[src/rtl/rgb_fade_sequencer.sv]
`default_nettype none
// ============================================================================
// Module   : rgb_fade_sequencer
// Purpose  : Command-driven colour sequencer feeding an RGB PWM driver.
//            Accepts immediate-set, linear-fade and blink commands over a
//            valid/ready handshake and produces three registered duty words.
// Ports    : clk, reset (async, active high)
//            cmd_valid/cmd_ready, cmd_mode[1:0], cmd_red/green/blue[R:0]
//            red_duty/green_duty/blue_duty[R:0], busy, done
// Revision : 1.0 - initial release
// ============================================================================
module rgb_fade_sequencer #(
    parameter int R           = 8,
    parameter int TICK_DIV    = 100000,
    parameter int STEP        = 4,
    parameter int BLINK_TICKS = 25
) (
    input  logic       clk,
    input  logic       reset,
    input  logic       cmd_valid,
    output logic       cmd_ready,
    input  logic [1:0] cmd_mode,
    input  logic [R:0] cmd_red,
    input  logic [R:0] cmd_green,
    input  logic [R:0] cmd_blue,
    output logic [R:0] red_duty,
    output logic [R:0] green_duty,
    output logic [R:0] blue_duty,
    output logic       busy,
    output logic       done
);

    localparam int c_tick_w  = (TICK_DIV > 2) ? $clog2(TICK_DIV) : 1;
    localparam int c_blink_w = $clog2(BLINK_TICKS + 1);

    localparam logic [c_tick_w-1:0]  c_tick_last  = c_tick_w'(TICK_DIV - 1);
    localparam logic [c_blink_w-1:0] c_blink_last = c_blink_w'(BLINK_TICKS - 1);
    localparam logic [R:0]           c_full       = {1'b1, {R{1'b0}}};

    localparam logic [1:0] c_st_idle  = 2'd0;
    localparam logic [1:0] c_st_fade  = 2'd1;
    localparam logic [1:0] c_st_blink = 2'd2;

    // ------------------------------------------------------------------
    // Helpers
    // ------------------------------------------------------------------
    function automatic logic [R:0] f_clamp(input logic [R:0] v);
        return (v > c_full) ? c_full : v;
    endfunction

    // One fade step toward the target, evaluated one bit wider than the duty
    // word so neither the add nor the subtract can wrap.
    function automatic logic [R:0] f_step(input logic [R:0] cur, input logic [R:0] tgt);
        logic [R+1:0] cur_x;
        logic [R+1:0] tgt_x;
        logic [R+1:0] stp_x;
        logic [R+1:0] res_x;
        cur_x = {1'b0, cur};
        tgt_x = {1'b0, tgt};
        stp_x = (R+2)'(STEP);
        if (cur_x < tgt_x) begin
            res_x = (cur_x + stp_x >= tgt_x) ? tgt_x : cur_x + stp_x;
        end else if (cur_x > tgt_x) begin
            res_x = (cur_x >= tgt_x + stp_x) ? cur_x - stp_x : tgt_x;
        end else begin
            res_x = cur_x;
        end
        return res_x[R:0];
    endfunction

    // ------------------------------------------------------------------
    // State
    // ------------------------------------------------------------------
    logic [1:0]           r_state;
    logic [R:0]           r_red, r_green, r_blue;
    logic [R:0]           r_tgt_red, r_tgt_green, r_tgt_blue;
    logic [c_tick_w-1:0]  r_tick_cnt;
    logic [c_blink_w-1:0] r_blink_cnt;
    logic                 r_blink_on;
    logic                 r_done;
    logic                 r_busy;

    logic [1:0]           w_state_nxt;
    logic [R:0]           w_red_nxt, w_green_nxt, w_blue_nxt;
    logic [R:0]           w_tgt_red_nxt, w_tgt_green_nxt, w_tgt_blue_nxt;
    logic [c_tick_w-1:0]  w_tick_cnt_nxt;
    logic [c_blink_w-1:0] w_blink_cnt_nxt;
    logic                 w_blink_on_nxt;
    logic                 w_done_nxt;

    logic                 w_accept;
    logic                 w_tick;
    logic [R:0]           w_step_red, w_step_green, w_step_blue;

    assign cmd_ready  = (r_state != c_st_fade);
    assign w_accept   = cmd_valid & cmd_ready;
    assign w_tick     = (r_tick_cnt == c_tick_last);

    assign w_step_red   = f_step(r_red,   r_tgt_red);
    assign w_step_green = f_step(r_green, r_tgt_green);
    assign w_step_blue  = f_step(r_blue,  r_tgt_blue);

    assign red_duty   = r_red;
    assign green_duty = r_green;
    assign blue_duty  = r_blue;
    assign busy       = r_busy;
    assign done       = r_done;

    // ------------------------------------------------------------------
    // Next-state and datapath decode
    // ------------------------------------------------------------------
    always_comb begin
        w_state_nxt     = r_state;
        w_red_nxt       = r_red;
        w_green_nxt     = r_green;
        w_blue_nxt      = r_blue;
        w_tgt_red_nxt   = r_tgt_red;
        w_tgt_green_nxt = r_tgt_green;
        w_tgt_blue_nxt  = r_tgt_blue;
        w_tick_cnt_nxt  = w_tick ? '0 : r_tick_cnt + c_tick_w'(1);
        w_blink_cnt_nxt = r_blink_cnt;
        w_blink_on_nxt  = r_blink_on;
        w_done_nxt      = 1'b0;

        if (w_accept) begin
            // Every accepted command restarts the tick and blink timing.
            w_tick_cnt_nxt  = '0;
            w_blink_cnt_nxt = '0;
            w_tgt_red_nxt   = f_clamp(cmd_red);
            w_tgt_green_nxt = f_clamp(cmd_green);
            w_tgt_blue_nxt  = f_clamp(cmd_blue);
            case (cmd_mode)
                2'b01: begin
                    w_state_nxt = c_st_fade;
                end
                2'b10: begin
                    w_state_nxt    = c_st_blink;
                    w_red_nxt      = f_clamp(cmd_red);
                    w_green_nxt    = f_clamp(cmd_green);
                    w_blue_nxt     = f_clamp(cmd_blue);
                    w_blink_on_nxt = 1'b1;
                end
                default: begin
                    // Immediate set; the reserved encoding behaves the same.
                    w_state_nxt = c_st_idle;
                    w_red_nxt   = f_clamp(cmd_red);
                    w_green_nxt = f_clamp(cmd_green);
                    w_blue_nxt  = f_clamp(cmd_blue);
                    w_done_nxt  = 1'b1;
                end
            endcase
        end else begin
            case (r_state)
                c_st_fade: begin
                    if (w_tick) begin
                        w_red_nxt   = w_step_red;
                        w_green_nxt = w_step_green;
                        w_blue_nxt  = w_step_blue;
                        if (w_step_red == r_tgt_red && w_step_green == r_tgt_green &&
                            w_step_blue == r_tgt_blue) begin
                            w_state_nxt = c_st_idle;
                            w_done_nxt  = 1'b1;
                        end
                    end
                end
                c_st_blink: begin
                    if (w_tick) begin
                        if (r_blink_cnt == c_blink_last) begin
                            w_blink_cnt_nxt = '0;
                            w_blink_on_nxt  = ~r_blink_on;
                            w_red_nxt       = r_blink_on ? '0 : r_tgt_red;
                            w_green_nxt     = r_blink_on ? '0 : r_tgt_green;
                            w_blue_nxt      = r_blink_on ? '0 : r_tgt_blue;
                        end else begin
                            w_blink_cnt_nxt = r_blink_cnt + c_blink_w'(1);
                        end
                    end
                end
                default: ;
            endcase
        end
    end

    // ------------------------------------------------------------------
    // Registers
    // ------------------------------------------------------------------
    always_ff @(posedge clk or posedge reset) begin
        if (reset) begin
            r_state     <= c_st_idle;
            r_red       <= '0;
            r_green     <= '0;
            r_blue      <= '0;
            r_tgt_red   <= '0;
            r_tgt_green <= '0;
            r_tgt_blue  <= '0;
            r_tick_cnt  <= '0;
            r_blink_cnt <= '0;
            r_blink_on  <= 1'b0;
            r_done      <= 1'b0;
            r_busy      <= 1'b0;
        end else begin
            r_state     <= w_state_nxt;
            r_red       <= w_red_nxt;
            r_green     <= w_green_nxt;
            r_blue      <= w_blue_nxt;
            r_tgt_red   <= w_tgt_red_nxt;
            r_tgt_green <= w_tgt_green_nxt;
            r_tgt_blue  <= w_tgt_blue_nxt;
            r_tick_cnt  <= w_tick_cnt_nxt;
            r_blink_cnt <= w_blink_cnt_nxt;
            r_blink_on  <= w_blink_on_nxt;
            r_done      <= w_done_nxt;
            r_busy      <= (w_state_nxt != c_st_idle);
        end
    end

endmodule
`default_nettype wire
[config.mk]
export PLATFORM = sky130hd
export DESIGN_NAME = rgb_fade_sequencer
export DESIGN_NICKNAME = d
export VERILOG_FILES = /design/src/rtl/rgb_fade_sequencer.sv
export SDC_FILE = /design/constraint.sdc
export NUM_CORES = 1
export LEC_CHECK = 0
export ABC_AREA = 1
export CORE_UTILIZATION = 38
export CTS_CLUSTER_SIZE = 40
export DETAILED_ROUTE_END_ITERATION = 8
export PLACE_DENSITY_LB_ADDON = 0.3
export SLEW_MARGIN = 20
export SYNTH_ARGS = -nofsm -noshare
export SYNTH_HDL_FRONTEND = slang
export SYNTH_SLANG_ARGS = --single-unit
export TNS_END_PERCENT = 1
[constraint.sdc]
create_clock -name clk -period 4 [get_ports clk]
set_clock_uncertainty 0.1 [all_clocks]
set_input_delay 1.2 -clock clk [delete_from_list [all_inputs] [get_ports clk]]
set_output_delay 1.2 -clock clk [all_outputs]
set_load 0.005 [all_outputs]
==> results of run 1 <==
## state kept, by name, indices dropped and copies added, names as in the netlist, 2 cells and up
signal	flops
blue_duty	9
green_duty	9
r_blink_cnt	5
r_state	2
r_tgt_blue	9
r_tgt_green	9
r_tgt_red	9
r_tick_cnt	17
red_duty	9
## logic make-up after synthesis
group           count (synthesis)
buf+inv                       212
compound gates                170
simple gates                  743
fa+ha+maj                      83
flops                          81
xor+xnor                       45
## layer usage
layer | vias up | track usage [%] | wire [um]
met5 | - | 0 | 0
met1 | 4205 | 32.4 | 12400
met4 | 0 | 7.97 | 589
met2 | 334 | 37.6 | 12200
met3 | 41 | 2.97 | 1650
li1 | 4509 | - | -
## worst paths after layout
kind | from | endpoint | slack, ns | cells after the start
setup / recovery | red_duty[2] | busy | 0.33 | 23
hold / removal | r_tick_cnt[0] | r_tick_cnt[0] | 0.36 | 1
setup reg to reg | red_duty[2] | busy | 0.33 | 23
hold reg to reg | r_tick_cnt[0] | r_tick_cnt[0] | 0.36 | 1
max in group asynchronous | reset | green_duty[8] | 2.26 | 3
min in group asynchronous | reset | r_tgt_red[6] | 1.13 | 3
## power by group through the flow
stage                     Sequential, W  Clock, W  Combinational, W
after detailed placement        0.00141         0           0.00617
after global placement          0.00141         0           0.00612
final                           0.00139  0.000846           0.00629
after floorplan                 0.00127         0           0.00467
after CTS                       0.00139  0.000852           0.00620
after global routing            0.00143  0.000884           0.00713
## cell usage in the layout (no fill, tap or decap), types with 6 or more instances in the layout
cell type / n
clkbuf_16: 9
nor3_1: 18
nor2_2: 11
nand2_2: 14
o31ai_1: 6
nand2_1: 391
nor2_1: 80
ha_1: 83
nand3_1: 194
nand4_1: 12
o21ai_0: 57
inv_2: 10
xor2_1: 42
dfrtp_1: 81
o21bai_1: 6
a21oi_1: 42
o22ai_1: 16
clkinv_1: 6
inv_1: 160
clkdlybuf4s50_1: 61
buf_4: 19
a22oi_1: 13
## layout make-up
| type | instances | area share (%) |
|---|---|---|
| multi-input combinational | 1041 | 58.2 |
| timing repair buffer | 81 | 7.88 |
| clock buffer | 10 | 2.44 |
| sequential | 81 | 20.7 |
| clock inverter | 6 | 0.472 |
| tap | 280 | 3.57 |
| inverter | 177 | 6.78 |
## metrics by stage
step	hold slack (ns)	instances	area (um^2)
2_1_floorplan	0.333	1334	8560
3_3_place_gp	0.352	1660	9520
3_5_place_dp	0.358	1660	9520
4_1_cts	0.368	1676	9800
5_1_grt	0.380	1676	9810
6_report	0.360	1676	9810
==> results.py, run 1 <==
metrics = {
    "status": {
        "status": "complete, but fails checks",
        "violations": "design-rule violations",
    },
    "critical_path": {
        "crit_path_max_incr_delay_ns": 0.50,
        "path_cells": "inv_2 > nor2_4 > nand3_1 > xor2_1 > inv_1 > ha_1 > a21o_1 > nand3_2 > nand2_1 > nor2_2 > nand3_2 > inv_1 > nand2_1 > nand3_1 > nand2_1 > nand2_1 > nand2_1 > nor2_1 > nand2_1 > nor2_2 > nand3_1 > nand2_1 > nand3_1",
        "path_buf_inv": 3,
        "cpMaxStageDelayCell": "dfrtp_1",
        "cp.required_ns": 4.14,
        "path_common_cell": "nand2_1",
        "cp-start-kind": "flop",
        "endpoint_kind": "flop",
        "cp_max_fo": 12,
        "cp.arrival_ns": 3.81,
        "criticalPathCategory": "flop to flop",
        "crit_family": "simple AND/OR/NAND/NOR gates",
    },
    "synth": {
        "synth_common_cells": "nand2_1 (392), nand3_1 (195), inv_1 (161)",
        "synth_fp_nets": 1449,
        "async_flop_share_pct": 100,
        "seq_area_frac_synth_pct": 23.7,
        "avgSynthCellArea_um2": 6.42,
        "synth-compound-area-share_pct": 11.9,
        "muxShareOfSynthArea_pct": 0,
        "netlist_area_um2": 8560,
        "yosys.area.top_type_share_pct": 23.7,
        "post_synth_main_area_contributors": "dfrtp_1 (24%), nand2_1 (17%), ha_1 (12%), nand3_1 (11%), inv_1 (7.1%)",
        "synth_xor_area_share_pct": 4.60,
        "ys_ff_latch": 81,
        "yosys_warnings": 0,
        "yosysTopAreaCell": "dfrtp_1",
        "synth.most_common_cell": "nand2_1",
        "synthFlopType": "dfrtp_1",
        "synth_adder_area_share_pct": 12.1,
        "yosys.area_share.simple_pct": 37.9,
        "synthCells": 1334,
        "yosysUniqueCellTypes": 46,
        "synth_edf_count": 0,
        "synth_top_family_by_area": "simple AND/OR/NAND/NOR gates",
    },
    "routing": {
        "totalWireLength_um": 26800,
        "drcViolationCount": 6,
        "antenna_left": 0,
        "dr.pass1.iters": 8,
        "num_vias": 9089,
        "wl_per_cell_um": 16.0,
        "via_per_inst": 5.42,
        "drtIter0Drc": 828,
    },
    "power": {
        "power.total_w": 0.00852,
        "seqPwrFrac_pct": 16.3,
        "power_frac_comb_pct": 73.7,
        "vdd.ir_drop.worst_mv": 0.295,
        "p_leak_nw": 4.94,
        "powerDensity_nw_per_um2": 869,
        "switching_share_pct": 56.1,
        "p_sw_w": 0.00478,
        "p_int_w": 0.00374,
        "pwr-share-clk_pct": 9.9,
    },
    "final_layout": {
        "seq_area_um2": 2030,
        "syn2layout_area_growth_pct": 14.6,
        "post-route-util_pct": 44.7,
        "fill_cells": 2253,
        "antenna_cells": 0,
        "drive_above_1_share_pct": 6.45,
        "nets": 1506,
        "multi_input_area_um2": 5710,
    },
    "grt": {
        "grt_use_total_pct": 23.4,
        "grt_max_degree": 82,
        "grt-ovfl-total": 0,
        "grt_pass1_vias": 8381,
        "antenna_found_initial": 0,
        "grt_pass1_wl_um": 43600,
    },
    "clock_tree": {
        "cts_resized": 0,
        "post_cts_buffers": 0,
        "clock_latency_ns": 0.36,
        "clk_pin_slew_ns": 0.07,
        "max-clock-path-buffers": 2,
        "clock-sinks": 81,
        "htreeDepth": 3,
        "ctsHoldBuffers": 0,
        "cts_buffers": 9,
        "cts_tree": "yes",
        "cts_root_buf": "clkbuf_16",
    },
    "floorplanning": {
        "start_util_pct": 39.0,
        "rows": 54,
        "die_h_um": 152,
        "dieWidth_um": 152,
        "ioPinCount": 62,
        "coreArea_um2": 22000,
        "die_area_um2": 23100,
    },
    "place": {
        "place_ws_ns": 0.243,
        "io_buffers": 61,
        "gp_congestion": 1.00,
        "hpwlAfterDp_um": 20600,
    },
    "timing": {
        "fin_crit_ns": 3.67,
        "min_period_over_period_pct": 91.7,
        "drv_slew": 0,
        "slew_headroom_pct": 31.3,
        "max_freq_mhz": 273,
        "hold_viol": 0,
        "rsz0062_at_grt": "false",
        "setup_slack_ns": 0.334,
        "setup_viol": 0,
        "fin_setup_tns_ns": 0,
        "tightest_slew_ns": 1.03,
    },
    "run": {
        "max_cap_violations": 0,
    },
    "min_path": {
        "hp-class": "flop to flop",
    },
}
No activity file was read; power rests on OpenSTA's default activity.
==> run 2: changes to the inputs <==
Settings changed: GPL_ROUTABILITY_DRIVEN set to 0.
==> results.py, run 2 (synthesis gave the netlist of run 1 again) <==
metrics = {
    "clock_tree": {
        "post_cts_buffers": 0,
        "max-clock-path-buffers": 2,
        "ctsHoldBuffers": 0,
        "cts_resized": 0,
        "htreeDepth": 3,
        "cts_root_buf": "clkbuf_16",
        "cts_buffers": 9,
        "clk_pin_slew_ns": 0.07,
        "clock_latency_ns": 0.36,
        "cts_tree": "yes",
        "clock-sinks": 81,
    },
    "critical_path": {
        "path_buf_inv": 2,
        "crit_path_end": "busy",
        "crit_family": "simple AND/OR/NAND/NOR gates",
        "criticalPathCategory": "flop to flop",
        "cp-start-kind": "flop",
        "cp.arrival_ns": 3.84,
        "cp_max_fo": 12,
        "r2r_slack_ns": 0.30,
        "crit_path_max_incr_delay_ns": 0.58,
        "cp.required_ns": 4.14,
        "cp-startpoint": "red_duty[4]",
        "cpMaxStageDelayCell": "dfrtp_1",
        "path_cells": "nand2_2 > nor2_4 > nand3_1 > xor2_1 > inv_1 > ha_1 > a21o_1 > nand3_2 > nand2_1 > nor2_2 > nand3_2 > inv_1 > nand2_1 > nand3_1 > nand2_1 > nand2_1 > nand2_1 > nor2_1 > nand2_1 > nor2_2 > nand3_1 > nand2_1 > nand3_1",
        "worstReg2RegEnd": "busy",
        "worst-path-stages": 23,
        "r2r_start": "red_duty[4]",
        "path_common_cell": "nand2_1",
        "endpoint_kind": "flop",
        "reg2regPathDepth": 23,
    },
    "final_layout": {
        "layout_commonest_cell": "nand2_1",
        "nets": 1507,
        "seq_area_um2": 2030,
        "syn2layout_area_growth_pct": 14.6,
        "fin_area_um2": 9810,
        "drive_above_1_share_pct": 6.44,
        "fill_cells": 2258,
        "top_register": "r_tick_cnt",
        "multi_input_area_um2": 5700,
        "largest_reg_flops": 17,
        "layout_common_cells": "nand2_1 (391), nand3_1 (195), inv_1 (160)",
        "antenna_cells": 0,
    },
    "routing": {
        "dr.pass1.iters": 8,
        "totalWireLength_um": 26800,
        "num_vias": 9204,
        "drtIter0Drc": 741,
        "antenna_left": 0,
        "drcViolationCount": 6,
        "via_per_inst": 5.49,
        "wl_per_cell_um": 16.0,
    },
    "timing": {
        "fin_setup_tns_ns": 0,
        "tightest_slew_ns": 0.975,
        "min_period_over_period_pct": 92.6,
        "max_freq_mhz": 270,
        "slew_headroom_pct": 35.0,
        "hold_viol": 0,
        "fin_crit_ns": 3.70,
        "drv_slew": 0,
        "rsz0062_at_grt": "false",
        "setup_viol": 0,
    },
    "floorplanning": {
        "rows": 54,
        "coreArea_um2": 22000,
        "start_util_pct": 39.0,
        "dieWidth_um": 152,
        "die_area_um2": 23100,
        "die_h_um": 152,
        "ioPinCount": 62,
    },
    "grt": {
        "grt_pass1_wl_um": 44100,
        "grt_pass1_vias": 8553,
        "grt-ovfl-total": 0,
        "antenna_found_initial": 0,
        "grt_use_total_pct": 23.5,
        "grt_max_degree": 56,
    },
    "place": {
        "hpwlAfterDp_um": 20600,
        "io_buffers": 61,
        "dpl_cell_area_um2": 9520,
    },
    "power": {
        "p_leak_nw": 4.94,
        "power.total_w": 0.00854,
        "vdd.ir_drop.worst_mv": 0.282,
        "powerDensity_nw_per_um2": 870,
    },
    "min_path": {
        "hold-path-cell-count": 1,
        "hp-class": "flop to flop",
    },
    "status": {
        "violations": "design-rule violations",
        "status": "complete, but fails checks",
    },
    "run": {
        "max_cap_violations": 0,
    },
}
-- run 2: cell count changes in the layout (fill, tap and decap cells not counted), sizes merged --
cell	previous run	this run
buf	20	21
inv	173	174
clkinvlp	2	1
clkbuf	10	9
clkinv	8	9
-- run 2: stage by stage --
stage	std cells	setup slack [ns]	util, %	hold WS (ns)
floorplan	1334	0.620	-	0.333
global placement	1661	0.382	43.4	0.350
detailed placement	1661	0.352	43.4	0.355
CTS	1677	0.317	44.7	0.364
global route	1677	0.0141	44.7	0.387
finish	1677	0.297	44.7	0.363
-- run 2: metal layers --
layer  GRT usage, %  vias up  wire [um]
li1               -     4514          -
met1           31.3     4257      11900
met2           38.8      377      12300
met3           3.39       56       1780
met4           8.50        0        763
met5              0        -          0
-- run 2: cell type report --
type | instances | share of cell area [%]
sequential | 81 | 20.7
inverter | 177 | 6.78
tap | 280 | 3.57
clock inverter | 7 | 0.612
timing repair buffer | 82 | 7.96
clock buffer | 9 | 2.30
multi-input combinational | 1041 | 58.1
-- run 2: report_power, final --
part	internal, W	switching, W	total (W)
Combinational	0.00231	0.00402	0.00632
Sequential	0.00100	0.000389	0.00139
Clock	0.000432	0.000394	0.000826
-- run 2: worst min-delay path by stage --
stage / from / end
finish: r_tick_cnt[7] / r_tick_cnt[7]
global route: r_tick_cnt[7] / r_tick_cnt[7]
CTS: r_tick_cnt[7] / r_tick_cnt[7]
detailed placement: r_tick_cnt[7] / r_tick_cnt[7]
global placement: r_tick_cnt[7] / r_tick_cnt[7]
floorplan: r_tick_cnt[7] / r_tick_cnt[7]
==> run 3: changes to the inputs <==
Clock period 4 ns to 3.2 ns, I/O delays scaled along.
==> results.py, run 3 (synthesis gave the netlist of run 1 again) <==
metrics = {
    "status": {
        "status": "complete, but fails checks",
        "violations": "design-rule violations, negative setup slack",
    },
    "power": {
        "vdd.ir_drop.worst_mv": 0.379,
        "power.total_w": 0.0126,
        "powerDensity_nw_per_um2": 1120,
        "p_leak_nw": 5.62,
    },
    "timing": {
        "slew_headroom_pct": 32.1,
        "setup_viol": 3,
        "min_period_over_period_pct": 103,
        "fin_crit_ns": 3.29,
        "rsz0062_at_grt": "true",
        "hold_ws_ns": 0.366,
        "max_freq_mhz": 304,
        "tightest_slew_ns": 1.02,
        "setup_slack_ns": -0.0879,
        "drv_slew": 0,
        "hold_viol": 0,
    },
    "critical_path": {
        "reg2regPathDepth": 22,
        "cp-startpoint": "red_duty[4]",
        "path_cells": "buf_6 > nand3_2 > nor3_2 > xor2_1 > ha_1 > nand3_2 > nor2_1 > nor2_2 > nand3_4 > buf_12 > nand2_1 > nand3_1 > nand3_1 > nand2_1 > nor2_1 > nand2_1 > inv_1 > nand2_1 > nor2_2 > nand3_1 > nand2_1 > nand3_1",
        "cp.required_ns": 3.34,
        "criticalPathCategory": "flop to flop",
        "cp-start-kind": "flop",
        "cpMaxStageDelayCell": "dfrtp_1",
        "endpoint_kind": "flop",
        "path_common_cell": "nand2_1",
        "cp_max_fo": 8,
        "r2r_slack_ns": -0.09,
        "crit_path_max_incr_delay_ns": 0.41,
        "cp.arrival_ns": 3.42,
        "worstReg2RegEnd": "busy",
        "r2r_start": "red_duty[4]",
    },
    "grt": {
        "grt_pass1_wl_um": 45400,
        "grt-ovfl-total": 0,
        "antenna_found_initial": 0,
        "grt_pass1_vias": 8984,
        "grt_use_total_pct": 24.4,
        "grt_max_degree": 41,
    },
    "final_layout": {
        "largest_reg_flops": 17,
        "nets": 1631,
        "drive_above_1_share_pct": 17.6,
        "layout_common_cells": "nand2_1 (381), nand3_1 (184), inv_1 (156)",
        "top_register": "r_tick_cnt",
        "syn2layout_area_growth_pct": 30.8,
        "antenna_cells": 0,
        "fin_area_um2": 11200,
        "layout_commonest_cell": "nand2_1",
    },
    "routing": {
        "via_per_inst": 5.32,
        "drcViolationCount": 6,
        "totalWireLength_um": 28600,
        "num_vias": 9588,
        "wl_per_cell_um": 15.9,
        "drtIter0Drc": 861,
        "antenna_left": 0,
        "dr.pass1.iters": 9,
    },
    "run": {
        "max_cap_violations": 0,
    },
    "clock_tree": {
        "cts_tree": "yes",
        "cts_root_buf": "clkbuf_16",
        "htreeDepth": 3,
        "clock-sinks": 81,
        "max-clock-path-buffers": 2,
        "clk_pin_slew_ns": 0.07,
        "cts_buffers": 9,
        "ctsHoldBuffers": 0,
        "clock_latency_ns": 0.35,
    },
    "place": {
        "place_ws_ns": -0.0936,
        "dpl_cell_area_um2": 10400,
        "hpwlAfterDp_um": 22100,
        "io_buffers": 61,
    },
    "floorplanning": {
        "start_util_pct": 39.0,
        "die_area_um2": 23100,
        "coreArea_um2": 22000,
        "ioPinCount": 62,
        "die_h_um": 152,
        "dieWidth_um": 152,
        "rows": 54,
    },
    "min_path": {
        "holdCritStartpoint": "r_tick_cnt[0]",
        "holdPathEnd": "r_tick_cnt[0]",
        "hold-path-cell-count": 1,
        "hp-class": "flop to flop",
    },
}
run 3: final cells by class:
cell class                 instances  area [um^2]
clock buffer                      10          239
clock inverter                     6         90.1
fill                            2185        10800
inverter                         177          674
multi-input combinational       1041         5980
sequential                        81         2040
tap                              280          350
timing repair buffer             206         1830
run 3: worst max-delay path by stage:
stage | endpoint | slack [ns] | cells after the start
finish | busy | -0.09 | 22
floorplan | blue_duty[0] | 0.06 | 1
global placement | busy | -0.07 | 22
CTS | busy | 0.005 | 24
global route | busy | -0.31 | 22
detailed placement | busy | -0.09 | 22
run 3: through the flow:
step	instances	util (%)	TNS [ns]
6_report	1801	51.0	-0.161
5_1_grt	1801	51.0	-0.804
3_5_place_dp	1765	47.3	-0.176
2_1_floorplan	1334	-	0
4_1_cts	1790	49.3	0
3_3_place_gp	1765	47.3	-0.143
run 3: routing by layer:
metal | vias to the layer above | GRT usage [%] | wire length, um
li1 | 4755 | - | -
met1 | 4378 | 32.5 | 12500
met2 | 390 | 39.8 | 13100
met3 | 65 | 4.34 | 2220
met4 | 0 | 8.31 | 836
met5 | - | 0 | 0
run 3: what timing repair did:
| item | CTS | global route |
|---|---|---|
| gates resized for setup | 12 | 57 |
| buffers inserted | 9 | 10 |
| endpoints found under the setup margin | 3 | 8 |
| gates cloned | 0 | 1 |
| pin swaps | 5 | 31 |
run 3: worst max-delay path, delay by kind of cell, from the launching register on:
family                     cells  cell delay (ns)
buffers and inverters          3             0.38
xor gates and xnor gates       1             0.28
adders and majority gates      1             0.35
DFF                            1             0.41
and+or+nand+nor               17             1.62
run 3: power by group:
part / internal [W] / leakage, nW / total, W / switching (W)
Combinational: 0.00410 / 4.41 / 0.00977 / 0.00567
Sequential: 0.00126 / 1.04 / 0.00159 / 0.000331
Clock: 0.000711 / 0.164 / 0.00120 / 0.000488
Total: 0.00607 / 5.62 / 0.0126 / 0.00649
